File: config.mk
export PLATFORM = sky130hd
export DESIGN_NAME = hack_writeback
export DESIGN_NICKNAME = d
export VERILOG_FILES = /design/src/rtl/hack_pkg.sv /design/src/rtl/hack_jump_unit.sv /design/src/rtl/hack_writeback.sv
export SDC_FILE = /design/constraint.sdc
export NUM_CORES = 1
export LEC_CHECK = 0
export BUFFER_PORTS_ARGS = -buffer_cell sky130_fd_sc_hd__buf_2
export CAP_MARGIN = 40
export CORE_ASPECT_RATIO = 0.9
export CORE_MARGIN = 2
export CORE_UTILIZATION = 44
export CTS_BUF_LIST = sky130_fd_sc_hd__clkbuf_4 sky130_fd_sc_hd__clkbuf_8
export DETAILED_ROUTE_END_ITERATION = 16
export HOLD_SLACK_MARGIN = 0.05
export PLACE_DENSITY = 0.83
export SETUP_SLACK_MARGIN = 0.5
export SLEW_MARGIN = 0
export SYNTH_ARGS = -nofsm -noshare
export SYNTH_HDL_FRONTEND = slang
export SYNTH_SLANG_ARGS = --single-unit
File: constraint.sdc
create_clock -name clk -period 5.3 [get_ports clk]
set_clock_uncertainty 0.05 [all_clocks]
set_input_delay 1.06 -clock clk [delete_from_list [all_inputs] [get_ports clk]]
set_output_delay 1.06 -clock clk [all_outputs]
set_load 0.01 [all_outputs]
File: src/rtl/hack_pkg.sv
// Shared definitions for the Hack CPU pipeline stages.
// Instruction bit positions, commit-stage state and field decode.
package hack_pkg;

  localparam int INSTR_IS_C = 15;
  localparam int DEST_A     = 5;
  localparam int DEST_D     = 4;
  localparam int DEST_M     = 3;
  localparam int JMP_LT     = 2;
  localparam int JMP_EQ     = 1;
  localparam int JMP_GT     = 0;

  typedef enum logic {
    RUN,
    WAIT
  } wb_state_t;

  typedef struct packed {
    logic       is_c;
    logic       da;
    logic       dd;
    logic       dm;
    logic [2:0] jmp;
  } wb_dec_t;

  function automatic wb_dec_t wb_decode(input logic [15:0] i);
    wb_dec_t d;
    d.is_c = i[INSTR_IS_C];
    d.da   = i[DEST_A];
    d.dd   = i[DEST_D];
    d.dm   = i[DEST_M];
    d.jmp  = {i[JMP_LT], i[JMP_EQ], i[JMP_GT]};
    return d;
  endfunction

endpackage

File: src/rtl/hack_jump_unit.sv
// Hack jump condition evaluation from ALU sign and zero flags.
// Shared with the fetch stage.
module hack_jump_unit (
  input  logic [2:0] jmp,
  input  logic       neg,
  input  logic       zero,
  output logic       take
);

  logic gt;

  assign gt   = !neg && !zero;
  assign take = (jmp[2] & neg) | (jmp[1] & zero) | (jmp[0] & gt);

endmodule

File: src/rtl/hack_writeback.sv
// Hack CPU commit stage: A/D/pc registers, jump resolution,
// and the single outstanding memory write handshake.
module hack_writeback #(
  parameter int WIDTH    = 16,
  parameter int PC_WIDTH = 15
) (
  input  logic                clk,
  input  logic                reset,
  input  logic [WIDTH-1:0]    instruction,
  input  logic                instr_valid,
  output logic                instr_ready,
  input  logic [WIDTH-1:0]    result,
  input  logic                zero,
  output logic [WIDTH-1:0]    A,
  output logic [WIDTH-1:0]    D,
  output logic [PC_WIDTH-1:0] pc,
  output logic [PC_WIDTH-1:0] mem_addr,
  output logic [WIDTH-1:0]    mem_wdata,
  output logic                mem_wr_valid,
  input  logic                mem_wr_ready
);

  import hack_pkg::*;

  wb_state_t           state;
  wb_dec_t             dec;
  logic                take;
  logic                accept;
  logic [PC_WIDTH-1:0] pc_inc;
  logic [PC_WIDTH-1:0] a_lo;

  assign dec    = wb_decode(instruction[15:0]);
  assign a_lo   = A[PC_WIDTH-1:0];
  assign pc_inc = pc + 1'b1;

  // Held low during reset so nothing is accepted until release.
  assign instr_ready = (state == RUN) && !reset;
  assign accept      = instr_valid && instr_ready;

  hack_jump_unit u_jump (
    .jmp  (dec.jmp),
    .neg  (result[WIDTH-1]),
    .zero (zero),
    .take (take)
  );

  always_ff @(posedge clk or posedge reset) begin
    if (reset) begin
      state        <= RUN;
      A            <= '0;
      D            <= '0;
      pc           <= '0;
      mem_addr     <= '0;
      mem_wdata    <= '0;
      mem_wr_valid <= 1'b0;
    end else begin
      unique case (state)
        RUN: begin
          if (accept) begin
            if (!dec.is_c) begin
              A  <= WIDTH'(instruction[PC_WIDTH-1:0]);
              pc <= pc_inc;
            end else begin
              if (dec.da) A <= result;
              if (dec.dd) D <= result;
              if (dec.dm) begin
                mem_addr     <= a_lo;
                mem_wdata    <= result;
                mem_wr_valid <= 1'b1;
                state        <= WAIT;
              end
              pc <= take ? a_lo : pc_inc;
            end
          end
        end
        WAIT: begin
          if (mem_wr_ready) begin
            mem_wr_valid <= 1'b0;
            state        <= RUN;
          end
        end
        default: state <= RUN;
      endcase
    end
  end

endmodule

==> results.sh, run 1 <==
export IMPL_worst_pin_slew_ps=863
export IMPL_p_per_area_mw_per_mm2=449
export IMPL_final_layout_size_suffix_gt1_share_pct=46.4
export IMPL_syn_area_mm2=0.00356
export IMPL_final_setup_viol_count=0
export IMPL_row_count=31
export IMPL_numCtsBuffers=9
export IMPL_start_util_pct=44.8
export IMPL_period_minus_slack_ps=3020
export IMPL_p_comb_share_pct=28.8
export IMPL_viasPerCell=5.51
export IMPL_cp_required_ps=5480
export IMPL_sw_frac_of_total_pct=33.0
export IMPL_drt_iter0_drc=127
export IMPL_final_nets=447
export IMPL_vias=2828
export IMPL_synth_edf_count=0
export IMPL_rr_worst_depth=4
export IMPL_critPathCapture="D[2]"
export IMPL_slew_headroom_pct=42.3
export IMPL_path_clk_slew_ps=70
export IMPL_holdCritPathClass="flop to flop"
export IMPL_hold_viol=0
export IMPL_synth_seq_area_share_pct=56.3
export IMPL_ios=117
export IMPL_drt_drc_violations_left=0
export IMPL_place_area_mm2=0.00429
export IMPL_clk_latency_ps=340
export IMPL_crit_path_max_incr_delay_ps=770
export IMPL_grt_usage_pct=20.8
export IMPL_syn_to_final_growth_pct=27.0
export IMPL_rsz0062_at_grt="false"
export IMPL_fp_dieArea_mm2=0.00882
export IMPL_power_frac_seq_pct=46.4
export IMPL_first_pass_iters=4
export IMPL_hpwl_um=6560
export IMPL_io_buffers=116
export IMPL_timing_rr_start="state"
export IMPL_die_height_um=89.3
export IMPL_crit_chain="buf_2, nor2_1, and2_1, nand3_1, mux2_2"
export IMPL_h_tree_depth=3
export IMPL_fmax_ghz=0.331
export IMPL_fin_area_mm2=0.00452
export IMPL_irDropWorstVdd_v=0.000230
export IMPL_antenna_found_initial=0
export IMPL_crit_type="primary input to flop"
export IMPL_fin_tns_setup_ps=0
export IMPL_synthFlopType="dfrtp_1"
export IMPL_ant_nets=0
export IMPL_die_w_um=98.8
export IMPL_p_leak_nw=2.17
export IMPL_ys_ff_latch=80
export IMPL_cp_end_kind="flop"
export IMPL_synth_distinct_cells=37
export IMPL_hold_buffers=0
export IMPL_grt_pass1_vias=2793
export IMPL_p_int_mw=1.36
export IMPL_grt_max_degree=64
export IMPL_synth_nets=332
export IMPL_arrival_ps=3200
export IMPL_clockBufferDepth=2
export IMPL_final_util_pct=56.8
export IMPL_cts_resized=0
export IMPL_tritoncts="built"
export IMPL_syn_area_per_cell_um2=12.1
export IMPL_grt_overflow_total=0
export IMPL_hold_path_startpoint="mem_addr[4]"
export IMPL_crit_slowest_cell="nand3_1"
export IMPL_synth_yosys_warnings=0
export IMPL_antennaDiodeCount=0
export IMPL_cp_max_fo=20
export IMPL_clockRootBuffer="clkbuf_8"
export IMPL_drt_wl_total_um=8970
export IMPL_drv_slew=0
export IMPL_postCtsSetupBuffers=0
export IMPL_r2r_setup_slack_ps=2670
export IMPL_wl_per_cell_um=17.5
export IMPL_fin_crit_sh_pct=57.0
export IMPL_place_gp_congestion=0.832
export IMPL_r2r_end="D[2]"
export IMPL_synthArstFlopShare_pct=100
export IMPL_syn_instance_count=294
export IMPL_grt_first_pass_wirelength_um=14300
export IMPL_drv_cap=0
export IMPL_clkPwrFrac_pct=24.8
export IMPL_core_mm2=0.00795
export IMPL_cts_sinks=80
export IMPL_status="complete, no violations"
export IMPL_startpoint="reset"
export IMPL_cp_start_kind="primary input"
export IMPL_fillers=645
export IMPL_p_switching_uw=669
## cells by family after synthesis
group | after synthesis | share of synthesized area (%)
fa+ha+maj | 1 | 0.352
simple gates | 63 | 9.49
flops | 80 | 56.3
compound gates | 53 | 9.32
buf+inv | 26 | 2.95
mux | 71 | 21.6
## state kept, by name (all words and copies together) (netlist names)
name	count
mem_wr_valid	1
D	16
pc	15
state	1
A	16
mem_wdata	16
mem_addr	15
## cells in the final DEF, fill, tap and decap left out, drive strengths merged, types with 8 or more instances in the layout
cell type | netlist | layout
buf | 9 | 121
dfrtp | 80 | 80
mux2 | 47 | 47
mux2i | 24 | 24
a21oi | 22 | 22
nor2 | 19 | 19
clkbuf | 8 | 13
nand3 | 12 | 12
o21ai | 9 | 9
inv | 9 | 8
nand2 | 8 | 8
## power groups by stage
stage	Combinational, mW	Clock, mW	Sequential, mW
after floorplan	0.247	0	1.00
after global placement	0.562	0	0.937
after detailed placement	0.589	0	0.950
after CTS	0.592	0.511	0.940
after global routing	0.646	0.539	0.967
final	0.584	0.503	0.941
## cells in the mapped netlist (3+ instances only)
cell type | n | area [um^2]
a21oi_1 | 22 | 110
inv_1 | 9 | 33.8
mux2_2 | 47 | 529
buf_2 | 6 | 30.0
nand2_1 | 8 | 30.0
nor4_1 | 4 | 25.0
and3_1 | 3 | 18.8
o21ai_0 | 9 | 45.0
mux2i_1 | 24 | 240
nor3_1 | 5 | 25.0
buf_1 | 3 | 11.3
nand3_1 | 12 | 60.1
dfrtp_1 | 80 | 2000
o2bb2ai_1 | 5 | 43.8
nor2_1 | 19 | 71.3
clkbuf_1 | 8 | 30.0
a2bb2oi_1 | 4 | 35.0
## per-layer routing
layer / global-route usage (%) / wire length [um]
met1: 28.7 / 3930
met2: 33.0 / 4280
met3: 4.53 / 611
met4: 7.60 / 146
met5: 0 / 0
## worst min path at each step
stage / end / slack, ps / cells past startpoint
after floorplan: mem_wr_valid / 410 / 1
after global placement: mem_wr_valid / 430 / 1
after detailed placement: mem_addr[14] / 440 / 1
after CTS: mem_wr_valid / 450 / 1
after global routing: mem_wr_valid / 460 / 1
final: mem_addr[4] / 450 / 1
## area by class of cell
class	instances	area [um^2]	share of cell area [%]
sequential	80	2000	44.3
inverter	9	35.0	0.775
multi-input combinational	188	1460	32.4
clock buffer	13	160	3.54
tap	99	124	2.74
clock inverter	3	65.1	1.44
timing repair buffer	121	669	14.8
## stage by stage
step	hold slack [ps]	power [mW]	std cells	setup WS (ps)
2_1_floorplan	405	1.25	294	2140
4_1_cts	453	2.04	513	2270
3_5_place_dp	439	1.54	497	1860
6_report	455	2.03	513	2280
3_3_place_gp	426	1.50	493	1880
5_1_grt	464	2.15	513	2070
## worst max-delay path, delay by kind of cell
kind / cells / cell delay [ps]
AND/OR/NAND/NOR: 3 / 1470
multiplexers: 1 / 530
buffers and inverters: 1 / 120
Power figures use the tool's default switching activity.
==> run 2: changes to the inputs <==
--- a/config.mk
+++ b/config.mk
@@ -5,6 +5,7 @@
 export SDC_FILE = /design/constraint.sdc
 export NUM_CORES = 1
 export LEC_CHECK = 0
+export ABC_AREA = 1
 export BUFFER_PORTS_ARGS = -buffer_cell sky130_fd_sc_hd__buf_2
 export CAP_MARGIN = 40
 export CORE_ASPECT_RATIO = 0.9
@@ -13,7 +14,7 @@
 export CTS_BUF_LIST = sky130_fd_sc_hd__clkbuf_4 sky130_fd_sc_hd__clkbuf_8
 export DETAILED_ROUTE_END_ITERATION = 16
 export HOLD_SLACK_MARGIN = 0.05
-export PLACE_DENSITY = 0.83
+export PLACE_DENSITY = 0.82
 export SETUP_SLACK_MARGIN = 0.5
 export SLEW_MARGIN = 0
 export SYNTH_ARGS = -nofsm -noshare
==> constraint.sdc (replaced) <==
create_clock -name clk -period 3.1 [get_ports clk]
set_clock_uncertainty 0.05 [all_clocks]
set_input_delay 0.62 -clock clk [delete_from_list [all_inputs] [get_ports clk]]
set_output_delay 0.62 -clock clk [all_outputs]
set_load 0.01 [all_outputs]
==> run 2 against run 1 <==
Net effect: area after synthesis up 7.3%; largest cell class unchanged; sequential power up 57%; clock power up 86%; sequential share of layout area down 1.7 points; sequential cell count unchanged.
==> results.sh, run 2 <==
export IMPL_status="complete, no violations"
export IMPL_cp_max_fo=48
export IMPL_h_tree_depth=3
export IMPL_synthSimpleGateAreaFrac_pct=23.5
export IMPL_drv_cap=0
export IMPL_wl_per_cell_um=14.5
export IMPL_crit_chain="nor2_4, nand2_4, inv_6, nand3_4, buf_4, nand2_1, o21ai_2"
export IMPL_drt_wl_total_um=9910
export IMPL_clockRootBuffer="clkbuf_8"
export IMPL_path_clk_slew_ps=80
export IMPL_synthArstFlopShare_pct=100
export IMPL_p_int_mw=2.22
export IMPL_setup_ws_ps=1140
export IMPL_power_frac_seq_pct=44.6
export IMPL_whs_ps=344
export IMPL_final_setup_viol_count=0
export IMPL_holdCritPathClass="primary input to async pin"
export IMPL_ys_ff_latch=80
export IMPL_synth_distinct_cells=26
export IMPL_p_comb_share_pct=27.2
export IMPL_yosys_area_share_xor_xnor_pct=0.229
export IMPL_crit_path_max_incr_delay_ps=450
export IMPL_yosys_top_cells_count="135 x nand2_1, 80 x dfrtp_1, 55 x inv_1"
export IMPL_clkPwrFrac_pct=28.1
export IMPL_hold_viol=0
export IMPL_grt_first_pass_wirelength_um=16200
export IMPL_drv_slew=0
export IMPL_cp_end_kind="flop"
export IMPL_muxShareOfSynthArea_pct=0
export IMPL_crit_slowest_cell="dfrtp_1"
export IMPL_synth_most_common_cell="nand2_1"
export IMPL_core_mm2=0.00849
export IMPL_synth_area_leaders="dfrtp_1 52%, nand2_1 13%, nand3_1 5.5%"
export IMPL_drt_iter0_drc=254
export IMPL_cts_resized=0
export IMPL_final_nets=598
export IMPL_row_count=32
export IMPL_ant_nets=0
export IMPL_cp_top_family="simple AND/OR/NAND/NOR gates"
export IMPL_cp_required_ps=3270
export IMPL_crit_type="flop to flop"
export IMPL_first_pass_iters=4
export IMPL_final_layout_size_suffix_gt1_share_pct=28.9
export IMPL_cp_start_kind="flop"
export IMPL_dp_slack_ps=878
export IMPL_p_switching_mw=1.10
export IMPL_grt_max_degree=51
export IMPL_place_gp_congestion=0.861
export IMPL_drt_drc_violations_left=0
export IMPL_start_util_pct=45.0
export IMPL_arrival_ps=2130
export IMPL_grt_overflow_total=0
export IMPL_synthAdderAreaFrac_pct=0.328
export IMPL_grt_usage_pct=22.2
export IMPL_fp_dieArea_mm2=0.00944
export IMPL_synth_nets=488
export IMPL_irDropWorstVdd_v=0.000348
export IMPL_syn_area_mm2=0.00382
export IMPL_clockBufferDepth=2
export IMPL_ios=117
export IMPL_yosysTopAreaCellShare_pct=52.4
export IMPL_synth_edf_count=0
export IMPL_final_cell_mix="135 x nand2_1, 116 x buf_2, 80 x dfrtp_1, 54 x inv_1, 42 x nand3_1"
export IMPL_synth_top_family_by_area="simple AND/OR/NAND/NOR gates"
export IMPL_syn_area_per_cell_um2=8.49
export IMPL_die_height_um=92.4
export IMPL_numCtsBuffers=9
export IMPL_rsz0062_at_grt="false"
export IMPL_hold_buffers=0
export IMPL_syn_instance_count=450
export IMPL_hpwl_um=7350
export IMPL_cts_sinks=80
export IMPL_synth_area_leader_cell="dfrtp_1"
export IMPL_io_buffers=116
export IMPL_fin_crit_sh_pct=63.3
export IMPL_worst_pin_slew_ps=698
export IMPL_die_w_um=102
export IMPL_synth_compound_area_share_pct=14.2
export IMPL_p_per_area_mw_per_mm2=708
export IMPL_sw_frac_of_total_pct=33.2
export IMPL_reg_top3="A (16), D (16), mem_wdata (16)"
export IMPL_antenna_found_initial=0
export IMPL_p_leak_nw=2.53
export IMPL_vias=3450
export IMPL_synth_yosys_warnings=0
export IMPL_synthFlopType="dfrtp_1"
export IMPL_synth_seq_area_share_pct=52.4
export IMPL_fin_tns_setup_ps=0
export IMPL_syn_to_final_growth_pct=23.0
export IMPL_period_minus_slack_ps=1960
export IMPL_tritoncts="built"
export IMPL_antennaDiodeCount=0
export IMPL_final_common_cell="nand2_1"
export IMPL_viasPerCell=5.05
export IMPL_path_buf_inv=2
export IMPL_grt_pass1_vias=3174
export IMPL_fmax_ghz=0.510
export IMPL_postCtsSetupBuffers=0
export IMPL_slew_headroom_pct=53.3
export IMPL_clk_latency_ps=350
## run 2: logic make-up (layout without fill, tap and decap cells)
kind of cell / count (synthesis) / after routing
flops: 80 / 80
simple gates: 206 / 206
fa+ha+maj: 1 / 1
xor+xnor: 1 / 1
compound gates: 85 / 85
buf+inv: 77 / 191
## run 2: cell type report
| type | count | area [um^2] |
|---|---|---|
| tap | 119 | 149 |
| inverter | 56 | 219 |
| clock inverter | 3 | 90.1 |
| sequential | 80 | 2000 |
| clock buffer | 12 | 153 |
| timing repair buffer | 120 | 623 |
| fill | 805 | 3790 |
| multi-input combinational | 293 | 1460 |
## run 2: layer usage
metal	vias up	global-route usage [%]	wire [um]	share of wire (%)
li1	1678	-	-	-
met1	1641	32.0	4590	46
met2	122	34.2	4560	46
met3	9	4.75	663	6.7
met4	0	5.56	107	1.1
met5	-	0	0	0
## run 2: final timing paths
| path | from | endpoint | slack, ps | depth (start not counted) |
|---|---|---|---|---|
| setup / recovery | state | mem_addr[5] | 1140 | 7 |
| hold / removal | reset | mem_wr_valid | 340 | 2 |
| setup reg to reg | state | mem_addr[5] | 1140 | 7 |
| hold reg to reg | mem_addr[8] | mem_addr[8] | 430 | 2 |
| max in group asynchronous | reset | D[10] | 1970 | 3 |
| min in group clk | mem_addr[8] | mem_addr[8] | 430 | 2 |
## run 2: stage by stage
stage	total power, mW	utilization, %	cell area [um^2]	cells
final	3.32	55.3	4700	683
after global routing	3.54	55.3	4700	683
after CTS	3.35	55.3	4700	683
after detailed placement	2.42	52.5	4450	668
after global placement	2.38	52.5	4450	668
after floorplan	2.00	-	3820	450
## run 2: worst reg2reg max path, cell delays in order (launching register included)
cell	delay, ps
dfrtp_1	450
nor2_4	160
nand2_4	160
inv_6	200
nand3_4	220
buf_4	370
nand2_1	170
o21ai_2	60
## run 2: power by group through the flow
stage / Sequential, mW / Combinational [mW] / Clock, mW
detailed placement: 1.50 / 0.914 / 0
CTS: 1.49 / 0.915 / 0.946
floorplan: 1.58 / 0.419 / 0
finish: 1.48 / 0.906 / 0.936
global placement: 1.50 / 0.889 / 0
global route: 1.52 / 1.02 / 1.00
